[src/rtl/wb_stage_pkg.sv]
// Shared constants and the W-register record for the writeback stage.
package wb_stage_pkg;

   localparam int XLEN = 32;

   localparam logic [1:0] WB_ALU  = 2'd0;
   localparam logic [1:0] WB_MEM  = 2'd1;
   localparam logic [1:0] WB_PC8  = 2'd2;
   localparam logic [1:0] WB_RSVD = 2'd3;

   localparam logic [2:0] LD_LW  = 3'd0;
   localparam logic [2:0] LD_LB  = 3'd1;
   localparam logic [2:0] LD_LBU = 3'd2;
   localparam logic [2:0] LD_LH  = 3'd3;
   localparam logic [2:0] LD_LHU = 3'd4;

   typedef struct packed {
      logic            valid;
      logic [XLEN-1:0] pc;
      logic            reg_write;
      logic [4:0]      reg_addr;
      logic [1:0]      wb_sel;
      logic [XLEN-1:0] alu_result;
      logic [XLEN-1:0] mem_rdata;
      logic [2:0]      load_type;
   } w_reg_t;

   localparam w_reg_t W_BUBBLE = '0;

endpackage

[src/rtl/wb_stage_load_ext.sv]
// Load data extraction: picks the byte/halfword lane, extends it, and flags
// addresses that are not aligned for the access size.
module load_ext
   import wb_stage_pkg::*;
(
   input  logic [2:0]      load_type,
   input  logic [1:0]      byte_off,
   input  logic [XLEN-1:0] rdata,
   output logic [XLEN-1:0] data,
   output logic            misaligned
);

   logic [7:0]  byte_lane;
   logic [15:0] half_lane;

   always_comb begin
      byte_lane  = rdata[8*byte_off +: 8];
      half_lane  = byte_off[1] ? rdata[31:16] : rdata[15:0];
      data       = rdata;
      misaligned = 1'b0;
      case (load_type)
         LD_LB:   data = {{24{byte_lane[7]}}, byte_lane};
         LD_LBU:  data = {24'd0, byte_lane};
         LD_LH: begin
            data       = {{16{half_lane[15]}}, half_lane};
            misaligned = byte_off[0];
         end
         LD_LHU: begin
            data       = {16'd0, half_lane};
            misaligned = byte_off[0];
         end
         // LW and the unused encodings 5-7 take the whole word
         default: misaligned = (byte_off != 2'd0);
      endcase
   end

endmodule

[src/rtl/wb_stage.sv]
// Writeback stage: W pipeline register, result select, register-file write
// strobe, sticky misaligned-load flag and retired-instruction counter.
module wb_stage
   import wb_stage_pkg::*;
#(
   parameter logic [XLEN-1:0] RESET_PC = 32'h00003000
) (
   input  logic            clk,
   input  logic            reset,
   input  logic            en,
   input  logic            flush,
   input  logic            m_valid,
   input  logic [XLEN-1:0] m_pc,
   input  logic            m_reg_write,
   input  logic [4:0]      m_reg_addr,
   input  logic [1:0]      m_wb_sel,
   input  logic [XLEN-1:0] m_alu_result,
   input  logic [XLEN-1:0] m_mem_rdata,
   input  logic [2:0]      m_load_type,
   output logic            reg_write,
   output logic [4:0]      reg_addr,
   output logic [XLEN-1:0] reg_data,
   output logic [XLEN-1:0] pc,
   output logic            w_valid,
   output logic            misalign,
   output logic [XLEN-1:0] retire_cnt
);

   w_reg_t          w_q, w_d;
   logic            misalign_q, misalign_d;
   logic [XLEN-1:0] retire_cnt_q, retire_cnt_d;

   logic [XLEN-1:0] ext_data;
   logic            ext_misaligned;
   logic            load_misaligned;
   logic [XLEN-1:0] sel_data;

   load_ext u_load_ext (
      .load_type  (w_q.load_type),
      .byte_off   (w_q.alu_result[1:0]),
      .rdata      (w_q.mem_rdata),
      .data       (ext_data),
      .misaligned (ext_misaligned)
   );

   always_comb begin
      load_misaligned = w_q.valid && (w_q.wb_sel == WB_MEM) && ext_misaligned;

      case (w_q.wb_sel)
         WB_MEM:  sel_data = ext_data;
         WB_PC8:  sel_data = w_q.pc + 32'd8;
         default: sel_data = w_q.alu_result;
      endcase

      // a held instruction keeps its strobe up; rewriting the same value is harmless
      reg_write  = w_q.valid & w_q.reg_write & (w_q.reg_addr != 5'd0) & ~load_misaligned;
      reg_addr   = reg_write ? w_q.reg_addr : 5'd0;
      reg_data   = reg_write ? sel_data : '0;
      pc         = w_q.valid ? w_q.pc : RESET_PC;
      w_valid    = w_q.valid;
      misalign   = misalign_q;
      retire_cnt = retire_cnt_q;
   end

   always_comb begin
      w_d          = w_q;
      retire_cnt_d = retire_cnt_q;
      misalign_d   = misalign_q | load_misaligned;
      if (flush) begin
         w_d = W_BUBBLE;
      end else if (en) begin
         w_d.valid      = m_valid;
         w_d.pc         = m_pc;
         w_d.reg_write  = m_reg_write;
         w_d.reg_addr   = m_reg_addr;
         w_d.wb_sel     = m_wb_sel;
         w_d.alu_result = m_alu_result;
         w_d.mem_rdata  = m_mem_rdata;
         w_d.load_type  = m_load_type;
         if (m_valid) begin
            retire_cnt_d = retire_cnt_q + 32'd1;
         end
      end
   end

   always_ff @(posedge clk) begin
      if (reset) begin
         w_q          <= W_BUBBLE;
         misalign_q   <= 1'b0;
         retire_cnt_q <= '0;
      end else begin
         w_q          <= w_d;
         misalign_q   <= misalign_d;
         retire_cnt_q <= retire_cnt_d;
      end
   end

endmodule

[config.mk]
export PLATFORM = sky130hd
export DESIGN_NAME = wb_stage
export DESIGN_NICKNAME = d
export VERILOG_FILES = /design/src/rtl/wb_stage_pkg.sv /design/src/rtl/wb_stage_load_ext.sv /design/src/rtl/wb_stage.sv
export SDC_FILE = /design/constraint.sdc
export NUM_CORES = 1
export LEC_CHECK = 0
export CORE_UTILIZATION = 40
export CTS_CLUSTER_DIAMETER = 50
export DETAILED_ROUTE_END_ITERATION = 8
export GPL_TIMING_DRIVEN = 0
export HOLD_SLACK_MARGIN = 0.1
export PLACE_DENSITY_LB_ADDON = 0.15
export SLEW_MARGIN = 10
export SYNTH_ARGS = -nofsm -noshare
export SYNTH_HDL_FRONTEND = slang
export SYNTH_HIERARCHICAL = 1
export SYNTH_SLANG_ARGS = --single-unit
export TNS_END_PERCENT = 100
[constraint.sdc]
create_clock -name clk -period 3.35 [get_ports clk]
set_input_delay 0.5025 -clock clk [delete_from_list [all_inputs] [get_ports clk]]
set_output_delay 0.5025 -clock clk [all_outputs]
set_load 0.005 [all_outputs]
==> results.md, run 1 <==
* Yosys warns at 6
* Starting Density at 0.415
* Unrepaired setup endpoints after global routing: yes
* Post-synth EDFFs at 0
* Clk slew on worst S/H paths at 0.07 ns
* DR vias/cell at 5.33
* Reg2Reg Depth at 6
* Setup slack at placement at -1.01 ns
* WL/cell at 18.4 microns
* Pwr Total at 4.10 mW
* Post-route clock period utilization at 0.982
* Most common cell after layout, fill and taps aside: clkdlybuf4s50_1
* Slew Limit Fails at 0
* PortBufs at 214
* Worst Skew at 0.00754 ns
* Diodes inserted at 0
* Die Footprint at 0.0203 sq mm
* Slowest stage delay, CP at 0.38 ns
* Worst Path Arrival at 2.79 ns
* Period minus WS final at 3.29 ns
* Slowest CP cell: a221o_1
* Max-Cap Viols at 0
* Initial antenna violation count at 0
* Final hold slack at 0.450 ns
* H-tree depth at 4
* Max frequency at 304 MHz
* Vias in the first global route at 7410
* Worst path cell trace: buf_6, buf_4, buf_4, and2b_1, o311a_4, a221o_1, a221o_1, o21ai_0, nor2_1, dlygate4sd2_1
* CTS sink cnt at 141
* Syn Area/Cell at 8.37 sq um
* CTS tree: yes
* Core Area at 0.0190 sq mm
* Drt drc at 0
* Worst-Margin Slew at 0.728 ns
* Cts bufs inserted at 17
* Post-DRT Antenna Nets at 0
* Synth Register Bits at 141
* Total grt overflow at 0
* Status: finished clean
* HPWL after DPL at 20100 microns
* Area Growth Syn to Fin at 42.0%
* Crit. End Element: primary output
* Placed cell count at 1416
* Most frequent cells in the layout: 176 x clkdlybuf4s50_1, 167 x nor2_1, 135 x dfxtp_1
* Critical Path RT at 2.85 ns
* Worst-Skew Late Latency at 0.43 ns
* Die extent in x at 142 microns
* Fin worst setup slack at 0.0609 ns
* Max Fanout on Critical Path at 7
* Vias at 7804
* Worst vdd ir at 361 uV
* Total GRT Usage at 0.266
* Worst Hold Class: input pin to register
* Post-Layout Cell Count at 1465
* Seq/Total Area, Yosys at 0.358
* Hold path cells at 2
* Clock tree root driver cell: clkbuf_16
* Crit Path Class: register to primary output
* Initial DRC count at 566
* Synthesized instance count at 942
* Share of cells above drive strength 1 at 0.119
* Mapped Nets at 1058
* Largest buffer count on any clock path at 2
* First-pass GRT wire length at 41000 microns
* Pwr/cell area at 366 mW/mm^2
* Core Rows at 50
* Rel. slew slack at 0.514
* Placer Congestion at 0.978
* Setup violators final at 0
* Layout net count at 1308
* IO Pins at 216
* Detailed Routing Iterations Pass 1 at 5
* Pleak at 4.70 nW
* Final Hold Violating Endpoints at 0
* Largest net degree at the start of global routing at 17
* Cell Area, Synth at 0.00789 sq mm
* Synth Flop Type: dfxtp_1
* Critical path launch point type: register
* Die height at 142 microns
* Final wirelength at 27000 microns
* Cell variety after synth at 64
* Asr flop ratio synth at 0
## per-stage QoR
stage / cell area (sq um) / utilization / TNS (ns)
finish: 11200 / 0.589 / 0
detailed placement: 10400 / 0.544 / -26.64
global placement: 10400 / 0.544 / -26.99
CTS: 11100 / 0.586 / -0.0860
floorplan: 7890 / - / 0
global route: 11200 / 0.589 / -0.0284
## synthesized netlist by cell type (11+ instances only)
cell	n	area share
mux2i_1	117	0.15
buf_2	13	0.0083
nand4_1	12	0.0095
nor2b_1	11	0.0087
and3_1	16	0.013
nand2_1	45	0.021
inv_1	13	0.0062
dfxtp_1	141	0.36
o21ai_0	63	0.040
and2_1	36	0.029
nor2_1	170	0.081
xnor2_1	23	0.026
buf_1	13	0.0062
clkbuf_1	37	0.018
nor3_1	15	0.0095
a221o_1	14	0.018
a21o_1	16	0.015
a21oi_1	31	0.020
xor2_1	20	0.022
nand3_1	26	0.017
## power by group
part           switching, mW  leakage (nW)  internal, mW
Clock                  0.840         0.284         0.997
Combinational          0.231          3.27         0.258
Sequential            0.0555          1.15          1.72
Total                   1.13          4.70          2.97
## critical path, delay by kind of cell (launching register included)
family | cells | cell delay, ns
buffers and inverters | 4 | 0.61
and+or+nand+nor | 2 | 0.23
AOI/OAI and AO/OA | 4 | 1.19
DFF | 1 | 0.34
## registers in the layout, indices dropped and copies added (netlist names)
name        cells
w_q           107
retire_cnt     32
misalign        1
w_valid         1
## logic make-up after synthesis
family,after synthesis,synth area share
XOR/XNOR,43,0.0478
buffers and inverters,87,0.0524
adder cells (fa/ha/maj),4,0.00635
AND/OR/NAND/NOR,376,0.238
flip-flops,141,0.358
multiplexers,118,0.151
AO/OA/AOI/OAI,173,0.146
## path summary, 6_finish.rpt
check,from,end,slack [ns]
setup / recovery,w_q[35],reg_data[3],0.06
hold / removal,reset,retire_cnt[31],0.45
setup reg to reg,retire_cnt[0],retire_cnt[28],1.45
hold reg to reg,misalign,misalign,0.47
## metal layers
layer	global-route usage	part of all wire	vias to the layer above	wire length [microns]
met5	0	0	-	0
met4	0.100	0.031	0	823
met3	0.0697	0.072	51	1950
met2	0.406	0.44	310	11800
met1	0.358	0.46	3619	12400
li1	-	-	3824	-
## repair_timing
item	4_1_cts	5_1_grt
hold buffers	0	0
setup endpoints to repair	38	34
gates cloned	1	0
resized for setup	121	25
pin swaps	12	10
setup buffers	13	7
## final cells by class
class / instances / area, sq um
clock buffers: 18 / 439
inverters: 13 / 48.8
plain buffers: 70 / 442
flip-flops and latches: 141 / 2840
fillers: 1767 / 7820
multi-input cells: 714 / 4760
clock inverters: 14 / 130
well taps: 260 / 325
repair buffers: 235 / 2220
Note: power is estimated with default switching activity, not from simulation.
==> run 2: changes to the inputs <==
Settings changed: PLACE_DENSITY set to 0.72, PLACE_DENSITY_LB_ADDON 0.15 to unset.
==> results.md, run 2 (synthesis results as in run 1) <==
* Worst Hold Class: input pin to register
* Drt drc at 0 (unchanged)
* Rel. slew slack at 0.467 (-0.0471)
* Initial antenna violation count at 1 (+1)
* Vias in the first global route at 7550 (+1.9%)
* Worst-Skew Late Latency at 0.43 ns (about the same)
* CTS sink cnt at 141 (unchanged)
* Clock tree root driver cell: clkbuf_16
* Starting Density at 0.415 (unchanged)
* Die extent in x at 142 microns (unchanged)
* Worst Path Arrival at 2.82 ns (+0.03 ns)
* Share of cells above drive strength 1 at 0.115 (-0.00322)
* Final wirelength at 27800 microns (+3.0%)
* Pleak at 4.70 nW (about the same)
* CTS tree: yes
* Critical path launch point type: register
* Max frequency at 301 MHz (-1.1%)
* Die Footprint at 0.0203 sq mm (unchanged)
* Top reg by flops: w_q
* Area Growth Syn to Fin at 43.2%
* Setup violators final at 0 (unchanged)
* Core Area at 0.0190 sq mm (unchanged)
* Layout net count at 1307 (-0.076%)
* H-tree depth at 4 (unchanged)
* Setup slack at placement at -0.990 ns (+0.0202 ns)
* Crit Path Class: register to primary output
* Crit. End Element: primary output
* HPWL after DPL at 20400 microns (+1.5%)
* IO Pins at 216 (unchanged)
* Fin worst setup slack at 0.0243 ns (-0.0365 ns)
* Placer Congestion at 0.989 (+1.1%)
* PortBufs at 214 (unchanged)
* Pwr Total at 4.34 mW (+5.9%)
* Max Fanout on Critical Path at 10 (+3)
* Post-DRT Antenna Nets at 0 (unchanged)
* Largest net degree at the start of global routing at 17 (unchanged)
* Total GRT Usage at 0.276 (+0.00931)
* Total grt overflow at 0 (unchanged)
* WL met2 at 12200 microns (+4.0%)
* Detailed Routing Iterations Pass 1 at 5 (unchanged)
* Clk slew on worst S/H paths at 0.06 ns (about the same)
* Period minus WS final at 3.33 ns (+0.0365 ns)
* Worst Skew at 0.00746 ns (-0.0000721 ns)
* Slew Limit Fails at 0 (unchanged)
* Final hold slack at 0.420 ns (-0.0302 ns)
* DP Area at 0.0104 sq mm (unchanged)
* Unrepaired setup endpoints after global routing: yes
* DR top layer: met4
* DR WL met3 at 2500 microns (+28%)
* Status: finished clean
* Core Rows at 50 (unchanged)
* Initial DRC count at 653 (+15%)
* Wl on met1 at 12100 microns (-2.5%)
* Reg2Reg Depth at 6 (unchanged)
* Max-Cap Viols at 0 (unchanged)
* Vias at 7953 (+1.9%)
* Hold buffer count at cts at 0 (unchanged)
* WL/cell at 19.0 microns (+3.0%)
* Die height at 142 microns (unchanged)
* Hold path cells at 2 (unchanged)
* Pwr/cell area at 385 mW/mm^2 (+5.0%)
* Critical Path RT at 2.85 ns (about the same)
* Post-route clock period utilization at 0.993 (+0.0109)
* Most frequent cells in the layout: 182 x clkdlybuf4s50_1, 167 x nor2_1, 136 x dfxtp_1
* Final Hold Violating Endpoints at 0 (unchanged)
* Most common cell after layout, fill and taps aside: clkdlybuf4s50_1
* Post-Layout Cell Count at 1465 (unchanged)
* Cts bufs inserted at 17 (unchanged)
* Placed cell count at 1416 (unchanged)
* Largest register FFs at 107 (unchanged)
* DR vias/cell at 5.43 (+1.9%)
* Worst vdd ir at 352 uV (-2.5%)
* Worst-Margin Slew at 0.799 ns (+0.0707 ns)
* Largest buffer count on any clock path at 2 (unchanged)
* Fin area at 0.0113 sq mm (+0.85%)
* First-pass GRT wire length at 42400 microns (+3.3%)
[run 2: changes by cell type in the layout (fill, tap and decap cells not counted), sizes merged, moves of 4 or more]
cell,change
buf,-12
bufinv,+4
clkbuf,+8
clkdlybuf4s50,+6
clkinv,-5
[run 2: final cells by class]
cell class | instances | area [sq um]
Fill cell | 1761 | 7730
Multi-Input combinational cell | 714 | 4780
Sequential cell | 141 | 2830
Timing Repair Buffer | 233 | 2230
Clock buffer | 21 | 460
Buffer | 71 | 427
Tap cell | 260 | 325
Clock inverter | 11 | 180
Inverter | 13 | 51.3
Antenna cell | 1 | 2.50
[run 2: what timing repair did]
| item | in CTS | in global routing |
|---|---|---|
| pin swaps | 13 | 10 |
| buffers inserted | 8 | 9 |
| gates cloned | 2 | 0 |
| setup endpoints to repair | 38 | 32 |
| resized for setup | 96 | 30 |
[run 2: final timing paths]
kind,start,to,slack (ns)
setup / recovery,w_q[0],reg_data[28],0.02
hold / removal,reset,retire_cnt[31],0.42
setup reg to reg,w_q[67],misalign,1.51
hold reg to reg,misalign,misalign,0.48
[run 2: where the power goes]
part,internal [mW],switching (mW)
Clock,1.30,0.775
Combinational,0.258,0.238
Sequential,1.72,0.0544
[run 2: through the flow]
step | TNS [ns] | util
2_1_floorplan | 0 | -
3_3_place_gp | -26.23 | 0.544
3_5_place_dp | -26.57 | 0.544
4_1_cts | -0.0510 | 0.590
5_1_grt | -0.514 | 0.594
6_report | 0 | 0.594
[run 2: metal layers]
metal	global-route usage	up-vias
met1	0.365	3723
met3	0.0670	52
li1	-	3807
met5	0	-
met2	0.429	371
met4	0.109	0
[run 2: worst max-delay path: stages, from the launching register on]
cell,delay [ns]
dfxtp_2,0.34
buf_6,0.14
clkbuf_8,0.17
clkbuf_8,0.17
and3_1,0.18
nor3_2,0.14
nor2_2,0.08
a21oi_2,0.22
o21ai_4,0.15
inv_4,0.13
clkbuf_8,0.17
o21ai_0,0.11
a21oi_1,0.17
clkdlybuf4s15_2,0.24
